File: config.mk
export PLATFORM = sky130hd
export DESIGN_NAME = rv32i_writeback_arbiter
export DESIGN_NICKNAME = d
export VERILOG_FILES = /design/src/rtl/rv32i_writeback_arbiter.sv
export SDC_FILE = /design/constraint.sdc
export NUM_CORES = 1
export LEC_CHECK = 0
export CAP_MARGIN = 25
export CORE_MARGIN = 10
export CORE_UTILIZATION = 42
export CTS_BUF_LIST = sky130_fd_sc_hd__clkbuf_8 sky130_fd_sc_hd__clkbuf_16
export CTS_CLUSTER_DIAMETER = 120
export DETAILED_ROUTE_END_ITERATION = 6
export PLACE_DENSITY = 0.82
export SLEW_MARGIN = 25
export SYNTH_ARGS = -nofsm -noshare
export SYNTH_HDL_FRONTEND = slang
export SYNTH_SLANG_ARGS = --single-unit
File: constraint.sdc
create_clock -name clk -period 2.3 [get_ports clk]
set_clock_uncertainty 0.05 [all_clocks]
set_input_delay 0.46 -clock clk [delete_from_list [all_inputs] [get_ports clk]]
set_output_delay 0.46 -clock clk [all_outputs]
set_load 0.01 [all_outputs]
File: src/rtl/rv32i_writeback_arbiter.sv
// Register-file write-port arbiter: merges ALU and LSU results via valid/ready,
// registers one RF write per cycle, and counts retired (rd != x0) writes.
module rv32i_writeback_arbiter #(
    parameter int unsigned CNT_W        = 32,
    parameter int unsigned LSU_PRIORITY = 0
) (
    input  logic             clk,
    input  logic             rst_n,
    input  logic             alu_valid,
    output logic             alu_ready,
    input  logic [4:0]       alu_rd,
    input  logic [31:0]      alu_data,
    input  logic             lsu_valid,
    output logic             lsu_ready,
    input  logic [4:0]       lsu_rd,
    input  logic [31:0]      lsu_data,
    output logic [4:0]       write_reg,
    output logic [31:0]      write_data,
    output logic             write_enable,
    output logic [CNT_W-1:0] retire_count
);

    typedef enum logic {
        SRC_ALU = 1'b0,
        SRC_LSU = 1'b1
    } src_e;

    src_e              last_grant_q, last_grant_d;
    logic              grant_alu, grant_lsu;
    logic              we_q, we_d;
    logic [4:0]        reg_q, reg_d;
    logic [31:0]       data_q, data_d;
    logic [CNT_W-1:0]  cnt_q, cnt_d;

    always_comb begin
        grant_alu = 1'b0;
        grant_lsu = 1'b0;
        // On contention the pointer names the previous winner, so the other side goes next.
        if (alu_valid && lsu_valid) begin
            if (LSU_PRIORITY != 0) begin
                grant_lsu = 1'b1;
            end else if (last_grant_q == SRC_LSU) begin
                grant_alu = 1'b1;
            end else begin
                grant_lsu = 1'b1;
            end
        end else if (alu_valid) begin
            grant_alu = 1'b1;
        end else if (lsu_valid) begin
            grant_lsu = 1'b1;
        end
    end

    assign alu_ready = grant_alu;
    assign lsu_ready = grant_lsu;

    always_comb begin
        last_grant_d = last_grant_q;
        we_d         = 1'b0;
        reg_d        = reg_q;
        data_d       = data_q;
        cnt_d        = cnt_q;
        if (grant_alu) begin
            last_grant_d = SRC_ALU;
            if (alu_rd != 5'd0) begin
                we_d   = 1'b1;
                reg_d  = alu_rd;
                data_d = alu_data;
                cnt_d  = cnt_q + CNT_W'(1);
            end
        end else if (grant_lsu) begin
            last_grant_d = SRC_LSU;
            if (lsu_rd != 5'd0) begin
                we_d   = 1'b1;
                reg_d  = lsu_rd;
                data_d = lsu_data;
                cnt_d  = cnt_q + CNT_W'(1);
            end
        end
    end

    always_ff @(posedge clk or negedge rst_n) begin
        if (!rst_n) begin
            last_grant_q <= SRC_LSU;
            we_q         <= 1'b0;
            reg_q        <= '0;
            data_q       <= '0;
            cnt_q        <= '0;
        end else begin
            last_grant_q <= last_grant_d;
            we_q         <= we_d;
            reg_q        <= reg_d;
            data_q       <= data_d;
            cnt_q        <= cnt_d;
        end
    end

    assign write_enable = we_q;
    assign write_reg    = reg_q;
    assign write_data   = data_q;
    assign retire_count = cnt_q;

endmodule
After elaboration in Yosys (flattened, before gate mapping)
Index checks and enable logic that the tools add are counted.
{ "op_classes": {"addsub": 1, "reduce_logical": 6, "mux": 25, "eq_ne": 1} }
{ "ops": {"columns": ["operator", "n"], "rows": [
  ["$mux 32", 8],
  ["$add 32x1->32 const B", 1],
  ["$mux 5", 4],
  ["$mux 1", 13],
  ["$reduce_bool 5->1", 2],
  ["$reduce_bool 2->1", 2],
  ["$reduce_and 3->1", 1],
  ["$ne 2x1->1 const B", 1],
  ["$logic_and 1x1->1", 1]
]} }
{ "word_totals": {"word_cells": 38, "out_inout_bits": 72, "input_bits": 78, "ff_bits": 71} }

Longest topological paths before layout
Gate-level depths: netlist of run 1.
{ "depth": {"depth_word": 5, "mapped_depth": 8, "mapped_depth_nobuf": 6} }

Worst setup path after synthesis of run 1
No wires, ideal clock.
{ "synth_path": {"path_type": "input to register", "from": "input port lsu_rd[2]", "to": "register cnt_q[10], in the netlist retire_count[10]", "slack_ps": 229, "setup_time_ps": 132, "arrival_ps": 1889, "required_ps": 2118, "path_buffers": 2, "stages": 7, "path_cell_list": "or4_1 -> o21ai_2 -> and2_2 -> buf_6 -> buf_6 -> nor3_1 -> xor2_1"} }
{ "synth_between": {"elab_chain_cells": 3} }
{ "synth_lines": {"columns": ["item", "line", "rtl"], "rows": [
  ["from (decl)", "15", "input logic [4:0] lsu_rd,"],
  ["$reduce_bool 5->1", "73", "if (lsu_rd != 5'd0) begin"],
  ["$reduce_bool 2->1 (no line)", null, null],
  ["$reduce_and 3->1 (no line)", null, null],
  ["to (signal assigned)", "94", "cnt_q <= cnt_d;"],
  ["to (decl)", "33", "logic [CNT_W-1:0] cnt_q, cnt_d;"]
]} }
No other way between the ends.
A chain may end at the register's enable or synchronous reset.

Worst setup path in the final report of run 1
{ "layout_path": {"from": "input port alu_rd[2]", "to": "register data_q[22], in the netlist write_data[22]"} }
{ "layout_between": {"elab_chain_cells": 3} }
{ "layout_lines": {"columns": ["item", "line", "rtl"], "rows": [
  ["from (decl)", "11", "input logic [4:0] alu_rd,"],
  ["$reduce_bool 5->1", "65", "if (alu_rd != 5'd0) begin"],
  ["$ne 2x1->1 (no line)", null, null],
  ["$reduce_and 3->1 (no line)", null, null],
  ["to (signal assigned)", "93", "data_q <= data_d;"],
  ["to (decl)", "32", "logic [31:0] data_q, data_d;"]
]} }
No other way between the ends.

==> impl_metrics.env, run 1 <==
export IMPL_switching_share_pct=29.8
export IMPL_drive_gt1_share_pct=11.6
export IMPL_grt_pass1_vias=2963
export IMPL_ir_drop_v=0.000604
export IMPL_mostFrequentLayoutCells="clkdlybuf4s50_1 (146), dfrtp_1 (70), nand2_1 (52)"
export IMPL_power_density_nw_per_um2=707
export IMPL_cp_arrival_ns=2.32
export IMPL_min_period_over_period_pct=94.1
export IMPL_worst_pin_slew_ns=0.683
export IMPL_die_area_um2=11900
export IMPL_initial_core_util_pct=43.0
export IMPL_clock_sinks=71
export IMPL_diodes=0
export IMPL_synth_edf_count=0
export IMPL_fill_cells=610
export IMPL_finalHoldViolCount=0
export IMPL_status="finished, final reports clean"
export IMPL_rows=32
export IMPL_io_buffers=149
export IMPL_die_w_um=109
export IMPL_h_tree_depth=3
export IMPL_wl_per_cell_um=17.1
export IMPL_seq_area_frac_synth_pct=53.5
export IMPL_crit_chain="clkdlybuf4s50_1 -> or4_4 -> o211ai_4 -> and2_2 -> buf_12 -> o21ai_0"
export IMPL_grt_pass1_wl_um=15200
export IMPL_cts_buffers=9
export IMPL_grt_remaining_overflow=0
export IMPL_die_h_um=109
export IMPL_yosysWarnings=0
export IMPL_crit_family="simple AND/OR/NAND/NOR gates"
export IMPL_grt_max_degree=44
export IMPL_antenna_found_initial=0
export IMPL_cts_tree="yes"
export IMPL_slew_violations=0
export IMPL_path_class="in -> reg"
export IMPL_reg2reg_slack_ns=0.27
export IMPL_dp_slack_ns=-0.234
export IMPL_syn_area_per_cell_um2=11.2
export IMPL_end_kind="register"
export IMPL_drt_total_wl_um=9710
export IMPL_syn_nets=375
export IMPL_rr_startpoint="retire_count[4]$_DFFE_PN0P_"
export IMPL_drt_first_pass_iters=4
export IMPL_required_ns=2.45
export IMPL_hpwlAfterDp_um=7740
export IMPL_clk_latency_ns=0.33
export IMPL_yosys_cell_types_count=35
export IMPL_slew_headroom_pct=54.5
export IMPL_post_route_worst_setup_slack_ns=0.136
export IMPL_via_count=2785
export IMPL_crit_path_start_kind="input port"
export IMPL_core_area_um2=7730
export IMPL_syn_inst=296
export IMPL_seqPwrFrac_pct=43.8
export IMPL_r2r_cells=6
export IMPL_regToRegEndpoint="retire_count[29]$_DFFE_PN0P_"
export IMPL_p_int_uw=2590
export IMPL_finalNetCount=540
export IMPL_crit_buf_inv=2
export IMPL_layout_commonest_cell="clkdlybuf4s50_1"
export IMPL_clkSlewWorstSetupHoldPaths_ns=0.08
export IMPL_period_minus_slack_ns=2.16
export IMPL_area_growth_syn_to_layout_pct=57.1
export IMPL_multi_input_area_um2=1450
export IMPL_holdBufCountCts=0
export IMPL_p_leak_uw=0.00226
export IMPL_power_net_switching_uw=1100
export IMPL_synth_seq_cells=71
export IMPL_area_sequential_um2=1780
export IMPL_clock_root_buffer="clkbuf_8"
export IMPL_p_clk_share_pct=24.9
export IMPL_drv_cap=0
export IMPL_vias_per_cell=4.91
export IMPL_hp_class="in -> async"
export IMPL_power_uw=3690
export IMPL_drc=0
export IMPL_post_cts_buffers=0
export IMPL_ant_nets=0
export IMPL_crit_slowest_cell="or4_4"
export IMPL_syn_cell_area_um2=3320
export IMPL_setup_viol=0
export IMPL_synth_flop_cell="dfrtp_1"
export IMPL_rsz0062_at_grt="no"
export IMPL_clock_path_buffers=2
export IMPL_async_flop_share_pct=100
export IMPL_drtIter0Drc=61
export IMPL_place_congestion=0.797
export IMPL_cp_max_fo=43
export IMPL_pwr_share_comb_pct=31.3
export IMPL_cts_resized=4
export IMPL_ios=150
export IMPL_slowest_delay_ns=0.57
export IMPL_grt_usage_pct=16.1
export IMPL_clock_fmax_mhz=462
-- worst reg2reg max path, cell delays in order (launching register included) --
cell and delay, ns:
dfrtp_1 0.46, and4_1 0.33, nand3_2 0.25, a2111oi_4 0.36
buf_4 0.19, nand4_1 0.12, xnor2_1 0.15
-- power by group through the flow --
stage	Clock (uW)	Combinational (uW)	Sequential, uW
2_1_floorplan	0	371	1700
3_3_place_gp	0	1150	1630
3_5_place_dp	0	1180	1640
4_1_cts	947	1180	1620
5_1_grt	1000	1250	1640
6_report	920	1150	1620
-- stage by stage --
stage	TNS [ns]	std cells	hold slack (ns)	utilization [%]	area (um^2)
finish	0	567	0.106	67.6	5220
global route	0	567	0.146	67.6	5220
CTS	0	567	0.117	67.6	5220
detailed placement	-11.30	552	0.413	65.2	5040
global placement	-7.85	552	0.410	65.2	5040
floorplan	0	296	0.114	-	3320
-- metal layers --
metal  wire length, um  GRT usage [%]
met5                 0              0
met4               143           5.65
met3               740           4.72
met2              5080           28.4
met1              3740           18.1
-- synthesized netlist by cell type, types with 2 or more instances --
cell type  instances  area (um^2)
nor3_1             3         15.0
nor2_1             2         7.51
buf_2              2         10.0
mux2i_1           37          370
nand4_1            6         37.5
and4_1             6         52.6
o21ai_2           10         87.6
inv_1              3         11.3
nand3_1           11         55.1
xor2_1             9         78.8
buf_1              2         7.51
dfrtp_1           70         1750
clkbuf_1           2         7.51
buf_6              3         33.8
buf_4              3         22.5
nor4_1             3         18.8
nand2_1           53          199
o21ai_0           29          145
and2_1             2         12.5
and3_1             3         18.8
a2111oi_4          2         55.1
xnor2_1           22          193
-- worst max path at each step --
stage               slack [ns]                      endpoint  cells after the start  startpoint
detailed placement       -0.23    write_data[22]$_DFFE_PN0P_                      6   alu_rd[2]
floorplan                 0.23  retire_count[10]$_DFFE_PN0P_                      7   lsu_rd[2]
global placement         -0.15    write_data[24]$_DFFE_PN0P_                      6   alu_rd[2]
finish                    0.14    write_data[22]$_DFFE_PN0P_                      6   alu_rd[2]
global route              0.05    write_data[21]$_DFFE_PN0P_                      7   alu_rd[2]
CTS                       0.11    write_data[22]$_DFFE_PN0P_                      6   alu_rd[2]
-- cell families after synthesis --
group / count (synthesis) / synth area share (%)
AND/OR/NAND/NOR: 95 / 14.1
flip-flops: 71 / 53.5
AO/OA/AOI/OAI: 44 / 9.68
multiplexers: 37 / 11.1
XOR/XNOR: 31 / 8.17
buffers and inverters: 17 / 3.05
adder cells (fa/ha/maj): 1 / 0.376
-- final cells by class --
cell class              instances  share of cell area, %
well taps                     102                   2.44
flip-flops and latches         71                   34.1
clock inverters                 6                   1.03
clock buffers                   9                   2.37
inverters                       4                  0.288
multi-input cells             208                   27.8
repair buffers                167                   32.0
(Power assumes the default switching activity.)
==> run 2: changes to the inputs <==
Settings changed: CORE_UTILIZATION 42 to 60, DONT_BUFFER_PORTS from default to 1, PLACE_DENSITY 0.82 to 0.77, SKIP_LAST_GASP from default to 1.
==> run 2 against run 1 <==
Via count fell by 22%. Cell count fell by 33%. Wire length fell by 20%. Critical path depth fell by 3.
==> impl_metrics.env, run 2 (synthesized netlist as in run 1, its figures left out) <==
export IMPL_met1_usage_pct=18.1
export IMPL_post_cts_buffers=0
export IMPL_die_w_um=94.4
export IMPL_fill_cells=422
export IMPL_ir_drop_v=0.000813
export IMPL_post_dp_cell_area_um2=3430
export IMPL_clock_path_buffers=2
export IMPL_whs_path_depth=1
export IMPL_cp_max_fo=15
export IMPL_crit_buf_inv=1
export IMPL_slew_violations=0
export IMPL_finalInstanceArea_um2=3690
export IMPL_cp_arrival_ns=1.62
export IMPL_hp_class="in -> reg"
export IMPL_drtIter0Drc=66
export IMPL_finalNetCount=384
export IMPL_crit_slowest_cell="dfstp_2"
export IMPL_hp_start="alu_valid"
export IMPL_ant_nets=0
export IMPL_use_met3_pct=9.12
export IMPL_holdBufCountCts=2
export IMPL_regToRegEndpoint="retire_count[31]$_DFFE_PN0P_"
export IMPL_status="finished, final reports clean"
export IMPL_h_tree_depth=3
export IMPL_ios=150
export IMPL_hpwlAfterDp_um=5930
export IMPL_cts_tree="yes"
export IMPL_grt_util_met2_pct=27.6
export IMPL_finalHoldViolCount=0
export IMPL_die_area_um2=8920
export IMPL_grt_max_degree=72
export IMPL_clkSlewWorstSetupHoldPaths_ns=0.07
export IMPL_crit_path_start_kind="register"
export IMPL_antenna_found_initial=0
export IMPL_initial_core_util_pct=61.1
export IMPL_power_uw=3340
export IMPL_r2r_cells=6
export IMPL_drc=0
export IMPL_cts_buffers=9
export IMPL_drt_total_wl_um=7720
export IMPL_via_count=2165
export IMPL_p_leak_uw=0.00166
export IMPL_wl_per_cell_um=20.2
export IMPL_die_h_um=94.4
export IMPL_grt_pass1_vias=2201
export IMPL_end_kind="output port"
export IMPL_slowest_delay_ns=0.54
export IMPL_tns_ns=0
export IMPL_setup_viol=0
export IMPL_slew_headroom_pct=68.4
export IMPL_min_period_over_period_pct=92.5
export IMPL_grt_busiest_layer="met2"
export IMPL_reg2reg_slack_ns=0.25
export IMPL_clock_fmax_mhz=470
export IMPL_path_class="reg -> out"
export IMPL_drive_gt1_share_pct=14.2
export IMPL_period_minus_slack_ns=2.13
export IMPL_hold_end="last_grant_q$_DFFE_PN1P_"
export IMPL_vias_per_cell=5.67
export IMPL_grt_usage_pct=17.0
export IMPL_worst_pin_slew_ns=0.473
export IMPL_grt_remaining_overflow=0
export IMPL_clk_latency_ns=0.34
export IMPL_drt_first_pass_iters=4
export IMPL_cts_resized=0
export IMPL_layout_commonest_cell="dfrtp_1"
export IMPL_drv_cap=0
export IMPL_clock_sinks=71
export IMPL_place_congestion=0.832
export IMPL_rsz0062_at_grt="no"
export IMPL_core_area_um2=5440
export IMPL_rows=27
export IMPL_mostFrequentLayoutCells="dfrtp_1 (70), nand2_1 (52), mux2i_1 (37)"
export IMPL_crit_family="flip-flops"
export IMPL_dp_cells=364
export IMPL_required_ns=1.79
export IMPL_post_route_util_pct=67.9
export IMPL_area_growth_syn_to_layout_pct=11.2
export IMPL_io_buffers=0
export IMPL_crit_chain="nand2b_1 -> nand2_2 -> inv_1"
export IMPL_rr_startpoint="last_grant_q$_DFFE_PN1P_"
export IMPL_power_density_nw_per_um2=905
export IMPL_final_cells=382
export IMPL_diodes=0
export IMPL_grt_pass1_wl_um=11800
export IMPL_clock_root_buffer="clkbuf_8"
[run 2: layer usage]
metal,wire length [um],vias up
li1,-,1050
met1,2780,1015
met2,3860,86
met3,945,14
met4,140,0
met5,0,-
[run 2: area by class of cell]
cell class / count / area (um^2) / area share, %
Clock buffer: 10 / 138 / 3.73
Clock inverter: 6 / 85.1 / 2.30
Inverter: 4 / 15.0 / 0.406
Multi-Input combinational cell: 208 / 1450 / 39.1
Sequential cell: 71 / 1780 / 48.1
Tap cell: 72 / 90.1 / 2.44
Timing Repair Buffer: 11 / 143 / 3.86
[run 2: worst max path at each step]
stage / from / end / slack (ns) / depth (start not counted)
after CTS: last_grant_q$_DFFE_PN1P_ / alu_ready / 0.14 / 3
after global placement: alu_rd[2] / retire_count[6]$_DFFE_PN0P_ / 0.22 / 6
final: last_grant_q$_DFFE_PN1P_ / alu_ready / 0.17 / 3
after global routing: last_grant_q$_DFFE_PN1P_ / alu_ready / 0.06 / 3
after floorplan: lsu_rd[2] / retire_count[10]$_DFFE_PN0P_ / 0.23 / 7
after detailed placement: alu_rd[2] / retire_count[6]$_DFFE_PN0P_ / 0.19 / 6
[run 2: through the flow]
stage | hold slack (ns) | setup WS [ns]
2_1_floorplan | 0.114 | 0.229
3_3_place_gp | 0.117 | 0.221
3_5_place_dp | 0.117 | 0.186
4_1_cts | 0.128 | 0.142
5_1_grt | 0.137 | 0.0564
6_report | 0.141 | 0.172
[run 2: power breakdown]
group	total (uW)	leakage, uW	switching, uW	internal [uW]
clock	1110	0.000114	471	636
combinational	503	0.000670	283	220
sequential	1730	0.000881	285	1450
==> run 3: changes to the inputs <==
Settings changed: CAP_MARGIN 25 to 30.
==> results of run 3 <==
Final layout, timing and power as in run 2 (identical DEF).
